===== config.mk =====
export PLATFORM = sky130hd
export DESIGN_NAME = mpu_load
export DESIGN_NICKNAME = d
export VERILOG_FILES = /design/src/rtl/mpu_load.sv
export SDC_FILE = /design/constraint.sdc
export NUM_CORES = 1
export LEC_CHECK = 0
export ABC_AREA = 0
export BUFFER_PORTS_ARGS = -buffer_cell sky130_fd_sc_hd__buf_2
export CAP_MARGIN = 0
export CELL_PAD_IN_SITES_DETAIL_PLACEMENT = 0
export CELL_PAD_IN_SITES_GLOBAL_PLACEMENT = 1
export CORE_MARGIN = 5
export CORE_UTILIZATION = 36
export CTS_BUF_LIST = sky130_fd_sc_hd__clkbuf_4
export CTS_CLUSTER_DIAMETER = 30
export DETAILED_ROUTE_END_ITERATION = 8
export HOLD_SLACK_MARGIN = 0.1
export PLACE_DENSITY = 0.79
export SYNTH_ARGS = -nofsm -noshare
export SYNTH_HDL_FRONTEND = slang
export SYNTH_SLANG_ARGS = --single-unit

===== constraint.sdc =====
create_clock -name clk -period 2 [get_ports clk]
set_input_delay 0.2 -clock clk [delete_from_list [all_inputs] [get_ports clk]]
set_output_delay 0.2 -clock clk [all_outputs]
set_load 0.01 [all_outputs]

===== src/rtl/mpu_load.sv =====
// Streams a row-major M x N matrix from the memory-side loader into one matrix register, one element per write.
// Latency: 1 cycle from accepted beat to register-file write strobe; completion pulse coincides with the final strobe.
// Backpressure: ready is high only while loading; a low valid stalls with no timeout, and beats after the last are refused.
module mpu_load #(
    parameter int FP              = 32,
    parameter int MBITS           = 2,
    parameter int NBITS           = 2,
    parameter int MATRIX_REG_SIZE = 3
) (
    input  logic                       clk,
    input  logic                       rst,
    input  logic                       load_en_in,
    input  logic [MATRIX_REG_SIZE-1:0] load_addr_in,
    input  logic [MBITS:0]             mem_m_load_size_in,
    input  logic [NBITS:0]             mem_n_load_size_in,
    input  logic [FP-1:0]              mem_load_element_in,
    input  logic                       mem_load_valid_in,
    output logic                       mem_load_ready_out,
    output logic                       reg_load_en_out,
    output logic [FP-1:0]              reg_load_element_out,
    output logic [MBITS:0]             reg_i_load_loc_out,
    output logic [NBITS:0]             reg_j_load_loc_out,
    output logic [MATRIX_REG_SIZE-1:0] reg_load_addr_out,
    output logic [MBITS:0]             reg_m_load_size_out,
    output logic [NBITS:0]             reg_n_load_size_out,
    output logic                       reg_load_complete_out,
    output logic                       load_busy_out,
    output logic                       load_error_out
);

    typedef enum logic [1:0] {
        LOAD_IDLE   = 2'd0,
        LOAD_MATRIX = 2'd1,
        LOAD_DONE   = 2'd2
    } state_t;

    localparam logic [MBITS:0] M_MAX = (MBITS+1)'(2**MBITS);
    localparam logic [NBITS:0] N_MAX = (NBITS+1)'(2**NBITS);

    state_t         state;
    state_t         state_nxt;
    logic [MBITS:0] row;
    logic [NBITS:0] col;
    logic [MBITS:0] m_last;
    logic [NBITS:0] n_last;
    logic           size_ok;
    logic           start;
    logic           beat;
    logic           col_wrap;
    logic           last_beat;

    assign size_ok = (mem_m_load_size_in != '0) && (mem_n_load_size_in != '0) &&
                     (mem_m_load_size_in <= M_MAX) && (mem_n_load_size_in <= N_MAX);
    assign start   = (state == LOAD_IDLE) && load_en_in;

    assign m_last    = reg_m_load_size_out - (MBITS+1)'(1);
    assign n_last    = reg_n_load_size_out - (NBITS+1)'(1);
    assign beat      = mem_load_ready_out && mem_load_valid_in;
    assign col_wrap  = (col == n_last);
    assign last_beat = beat && col_wrap && (row == m_last);

    assign mem_load_ready_out    = (state == LOAD_MATRIX);
    assign reg_load_complete_out = (state == LOAD_DONE);
    assign load_busy_out         = (state != LOAD_IDLE);

    always_ff @(posedge clk or negedge rst) begin
        if (!rst) begin
            state <= LOAD_IDLE;
        end else begin
            state <= state_nxt;
        end
    end

    always_comb begin
        state_nxt = state;
        case (state)
            LOAD_IDLE:   if (start && size_ok) state_nxt = LOAD_MATRIX;
            LOAD_MATRIX: if (last_beat) state_nxt = LOAD_DONE;
            LOAD_DONE:   state_nxt = LOAD_IDLE;
            default:     state_nxt = LOAD_IDLE;
        endcase
    end

    always_ff @(posedge clk or negedge rst) begin
        if (!rst) begin
            row                  <= '0;
            col                  <= '0;
            reg_load_en_out      <= 1'b0;
            reg_load_element_out <= '0;
            reg_i_load_loc_out   <= '0;
            reg_j_load_loc_out   <= '0;
            reg_load_addr_out    <= '0;
            reg_m_load_size_out  <= '0;
            reg_n_load_size_out  <= '0;
            load_error_out       <= 1'b0;
        end else begin
            reg_load_en_out <= beat;
            load_error_out  <= start && !size_ok;
            // A rejected request leaves the previous destination and sizes untouched.
            if (start && size_ok) begin
                reg_load_addr_out   <= load_addr_in;
                reg_m_load_size_out <= mem_m_load_size_in;
                reg_n_load_size_out <= mem_n_load_size_in;
                row                 <= '0;
                col                 <= '0;
            end
            if (beat) begin
                reg_load_element_out <= mem_load_element_in;
                reg_i_load_loc_out   <= row;
                reg_j_load_loc_out   <= col;
                if (col_wrap) begin
                    col <= '0;
                    row <= row + (MBITS+1)'(1);
                end else begin
                    col <= col + (NBITS+1)'(1);
                end
            end
        end
    end

endmodule


# Word level (Yosys, flattened, before mapping)
# Cells that the tools add are included.
# W data, S select, Z words.
[classes]
add_sub_neg = 4
n_lt_le_gt_ge = 2
n_eq_ne = 6
muxes = 9
reduce_logical = 16
[op_table]
columns = ["operator", "count"]
rows = [
  ["$mux W3", 6],
  ["$logic_and A1 B1 Y1", 9],
  ["$add A3 B1 Y3 const B", 2],
  ["$eq A3 B3 Y1", 2],
  ["$le A3 B3 Y1 const B", 2],
  ["$reduce_bool A3 Y1", 2],
  ["$sub A3 B1 Y3 const B", 2],
  ["$mux W2", 2],
  ["$ne A2 B1 Y1 const B", 2],
  ["$pmux W2 S2", 1],
  ["$reduce_bool A2 Y1", 2],
  ["$eq A2 B1 Y1 const B", 1],
  ["$eq A2 B2 Y1 const B", 1],
  ["$logic_not A2 Y1", 1],
  ["$reduce_and A2 Y1", 1],
  ["$logic_not A1 Y1", 1],
]
[word_totals]
ff_bits = 57
input_bits = 45

# Longest topological paths before layout
[depth]
depth_word = 8
mapped_depth = 6
depth_no_buf = 6

# Worst setup path before layout
# No wires, ideal clock.
[synth_path]
path_type = "register -> register"
from = "reg state[1]"
to = "reg col[2]"
arrival_ps = 1696
slack_ps = 178
path_stages_with_launch = 5
n_path_buf = 0
synth_period_minus_slack_ps = 1822
path_cell_list = "dfrtp_1 or3b_2 a2111oi_4 nor2_2 a221o_1"
[synth_between]
elab_chain_len = 4
word_cells_on_any_way = 7
cone_classes = "eq/ne: 1; mux: 1; reduce/logical: 5"
[synth_lines]
columns = ["element", "line", "source"]
rows = [
  ["start, declared", "40", "state_t state;"],
  ["start signal, assigned", "70", "state <= state_nxt;"],
  ["$logic_not A2 Y1", "54", "assign start = (state == LOAD_IDLE) && load_en_in;"],
  ["$logic_and A1 B1 Y1", "54", ""],
  ["$logic_and A1 B1 Y1", "100", "if (start && size_ok) begin"],
  ["$reduce_bool A2 Y1 (no line)", "-", ""],
  ["end signal, assigned", "115", "col <= col + (NBITS+1)'(1);"],
  ["end, declared", "43", "logic [NBITS:0] col;"],
]
# Parallel ways exist; a longest one is shown, timed or not.
# A chain may end at the register's enable or synchronous reset.

# Final worst setup path
[layout_path]
from = "in mem_n_load_size_in[1]"
to = "reg col[2]"
[layout_between]
elab_chain_len = 6
word_cells_on_any_way = 7
cone_classes = "order compare: 1; reduce/logical: 6"
[layout_lines]
columns = ["element", "line", "source"]
rows = [
  ["start, declared", "15", "input logic [NBITS:0] mem_n_load_size_in,"],
  ["branches (longest 3 deep; another with $le A3 B3 Y1)", "-", ""],
  ["$logic_and A1 B1 Y1 *", "53", "(mem_m_load_size_in <= M_MAX) && (mem_n_load_size_in <= N_MAX);"],
  ["$logic_and A1 B1 Y1 *", "100", ""],
  ["$reduce_bool A2 Y1 (no line) *", "-", ""],
]
# Mark *: on every way between the ends.

==> impl_metrics.csv <==
group,metric,value,unit
pwr,ir_drop,0.000744,V
pwr,switching_power,1.79,mW
sta,maxSlewHeadroom,0.687,
critical_path,critPathArrivalTime,2.26,ns
route,wl_per_cell,13.0,µm
global_route,overflow,0,
critical_path,cpPeakStageDelay,0.54,ns
floorplan,rows,29,
global_route,antenna_found_initial,0,
floorplan,start_util,0.371,
outcome,status,"completed",
pwr,power_frac_comb,0.394,
pwr,clkPwrFrac,0.213,
critical_path,cp-end-kind,"register",
sta,finalSetupViolCount,0,
sta,fmax,0.505,GHz
global_route,grt_start_max_net_pins,26,
min_path,min_path_cells,3,
critical_path,crit_path_start_kind,"input port",
synth,yosysUniqueCellTypes,31,
sta,final_max_slew_viol_count,0,
finish,layout-drive-gt1-share,0.338,
route,vias,2141,
clock_tree,ctsResizeCount,0,
finish,fin_area,0.00360,mm²
placed_design,portBuffers,96,
route,vias_per_cell,4.52,
critical_path,reg2reg_to,"col[2]",
finish,antenna_cells,0,
critical_path,reg2reg_slack,0.14,ns
clock_tree,clk_pin_slew_worst_paths,0.09,ns
critical_path,worstPathRequired,2.27,ns
global_route,grt_usage,0.160,
route,ant_nets,0,
global_route,grt_pass1_wl,10.6,mm
floorplan,ios,97,
synth,seq_area_frac_synth,0.602,
synth,synth_top_area_share,0.602,
placed_design,dpl_cell_area,0.00299,mm²
sta,min_period_over_period,0.991,
placed_design,dp.cells,415,
critical_path,critical-path-top-delay-family,"buffers and inverters",
synth,yosys_warnings,0,
sta,rsz0062_at_grt,"false",
route,dr.pass1.iters,4,
pwr,seqPwrFrac,0.393,
finish,final_common_cell,"nand2_1",
sta,tightest_slew,0.465,ns
min_path,holdCritPathClass,"in2reg",
sta,setup_tns,0,ns
route,drt_wl_total,6.15,mm
critical_path,cpMaxStageDelayCell,"dlygate4sd3_1",
pwr,switching_share,0.359,
critical_path,critPathKind,"in2reg",
placed_design,gp_congestion,0.737,
finish,layout_common_cells,"nand2_1 (119), buf_2 (96), dfrtp_1 (57)",
finish,nets,441,
clock_tree,clock_path_buffers,2,
floorplan,design.core.area,0.00639,mm²
pwr,p_per_area,1390,mW/mm²
critical_path,crit_chain,"dlygate4sd3_1 > buf_2 > or3b_4 > a2111oi_4 > buf_4 > nor2_2 > a221o_1",
synth,syn_inst,241,
critical_path,cp_max_fo,6,
clock_tree,cts_buffers,9,
clock_tree,ctsHtreeMaxLevel,3,
pwr,power.internal,3.19,mW
pwr,p_leak,1.96,nW
critical_path,r2r_cells,5,
clock_tree,cts_tree,"built",
synth,avgSynthCellArea,9.83,µm²
synth,mappedNetlistArea,0.00237,mm²
route,dr.first_iter.drc_count,30,
route,post-route-drc-count,0,
job,drv_cap,0,
critical_path,path_buf_inv,3,
global_route,grt_pass1_vias,2177,
min_path,whs_endpoint,"load_error_out",
finish,stdcell_count,474,
clock_tree,numClockSinks,57,
synth,synth_nets,290,
finish,area_growth_syn_to_layout,51.7,%
clock_tree,clock-root-buffer,"clkbuf_4",
floorplan,die_w,91.1,µm
sta,finClkSkew,0.0167,ns
clock_tree,clk-insertion-delay-late,0.39,ns
sta,layout_min_cycle_time,1.98,ns
floorplan,fp.dieH,91.1,µm
synth,yosysTopAreaCell,"dfrtp_1",
synth,synth-seq-cells,57,
sta,hold_violations,0,
synth,netlist_top_cells_area,"dfrtp_1 (60%), nand2_1 (19%), mux2_2 (3.3%)",
placed_design,dp_hpwl,4.26,mm
min_path,min_from,"load_en_in",
critical_path,r2r-start,"state[1]",
floorplan,fp.dieArea,0.00831,mm²
## logic make-up (layout without fill, tap and decap cells)
logic type               Yosys count  in the layout  synth area share
AND/OR/NAND/NOR                  138            138             0.240
XOR/XNOR                           8              8            0.0359
flip-flops                        57             57             0.602
buffers and inverters             15            171            0.0243
adder cells (fa/ha/maj)            4              4            0.0211
multiplexers                       7              7            0.0333
AO/OA/AOI/OAI                     12             12            0.0433
## cell usage after synthesis, drive strengths merged
cell type / n
a2111oi: 1
a21oi: 1
a221o: 1
a22o: 2
and4: 1
buf: 2
clkbuf: 7
dfrtp: 57
ha: 4
inv: 6
mux2: 7
nand2: 119
nand2b: 1
nand3b: 1
nand4b: 1
nor2: 5
nor2b: 2
nor3: 2
nor4: 2
nor4b: 1
o21a: 1
o21ai: 4
o21bai: 2
or2: 1
or3b: 2
xnor2: 4
xor2: 3
xor3: 1
## per-layer routing
layer | GRT usage | vias to the layer above | part of all wire | routed length (µm)
li1 | - | 1066 | - | -
met1 | 0.185 | 1001 | 0.40 | 2480
met2 | 0.261 | 57 | 0.51 | 3130
met3 | 0.0612 | 17 | 0.058 | 356
met4 | 0.0746 | 0 | 0.032 | 194
met5 | 0 | - | 0 | 0
## power by group through the flow
stage	logic [mW]	clock network [mW]	registers, mW
finish	1.96	1.06	1.96
global placement	1.88	0	1.97
floorplan	0.908	0	2.17
detailed placement	1.93	0	1.98
global route	2.20	1.16	2.03
CTS	2.00	1.10	1.96
## flip-flops by register name (all words and copies together), names as in the netlist
register / flops
col: 3
load_error_out: 1
reg_i_load_loc_out: 3
reg_j_load_loc_out: 3
reg_load_addr_out: 3
reg_load_element_out: 32
reg_load_en_out: 1
reg_m_load_size_out: 3
reg_n_load_size_out: 3
row: 3
state: 2
## worst register-to-register path, delay by kind of cell, from the launching register on
family	cells	cell delay [ns]
buffers and inverters	1	0.20
AND/OR/NAND/NOR	2	0.57
flip-flops	1	0.42
AO/OA/AOI/OAI	2	0.56
## cell type report
type | instances | area (µm²)
Tap cell | 77 | 96.3
Timing Repair Buffer | 149 | 983
Sequential cell | 57 | 1430
Clock buffer | 10 | 75.1
Clock inverter | 6 | 106
Fill cell | 594 | 2790
Multi-Input combinational cell | 169 | 886
Inverter | 6 | 22.5
## how the worst max path moves through the flow
stage | start | depth (start not counted) | end | slack, ns
3_3_place_gp | state[1] | 5 | col[2] | 0.19
3_5_place_dp | state[1] | 5 | col[2] | 0.14
5_1_grt | mem_n_load_size_in[1] | 7 | col[2] | 0.008
4_1_cts | mem_n_load_size_in[1] | 7 | col[2] | 0.06
2_1_floorplan | state[1] | 4 | col[2] | 0.18
6_report | mem_n_load_size_in[1] | 7 | col[2] | 0.02
## through the flow
step	utilization	total power, mW	worst slack, ns	hold slack [ns]
floorplan	-	3.08	0.178	-0.0956
global placement	0.468	3.86	0.185	0.174
detailed placement	0.468	3.90	0.141	0.190
CTS	0.562	5.06	0.0596	0.185
global route	0.563	5.39	0.00815	0.178
finish	0.563	4.98	0.0186	0.217
## repair_timing
action / CTS / global route
buffers inserted: 0 / 1
hold buffers: 42 / 0
endpoints found under the hold margin: 59 / 0
endpoints found under the setup margin: 0 / 1
(Power assumes the default switching activity.)
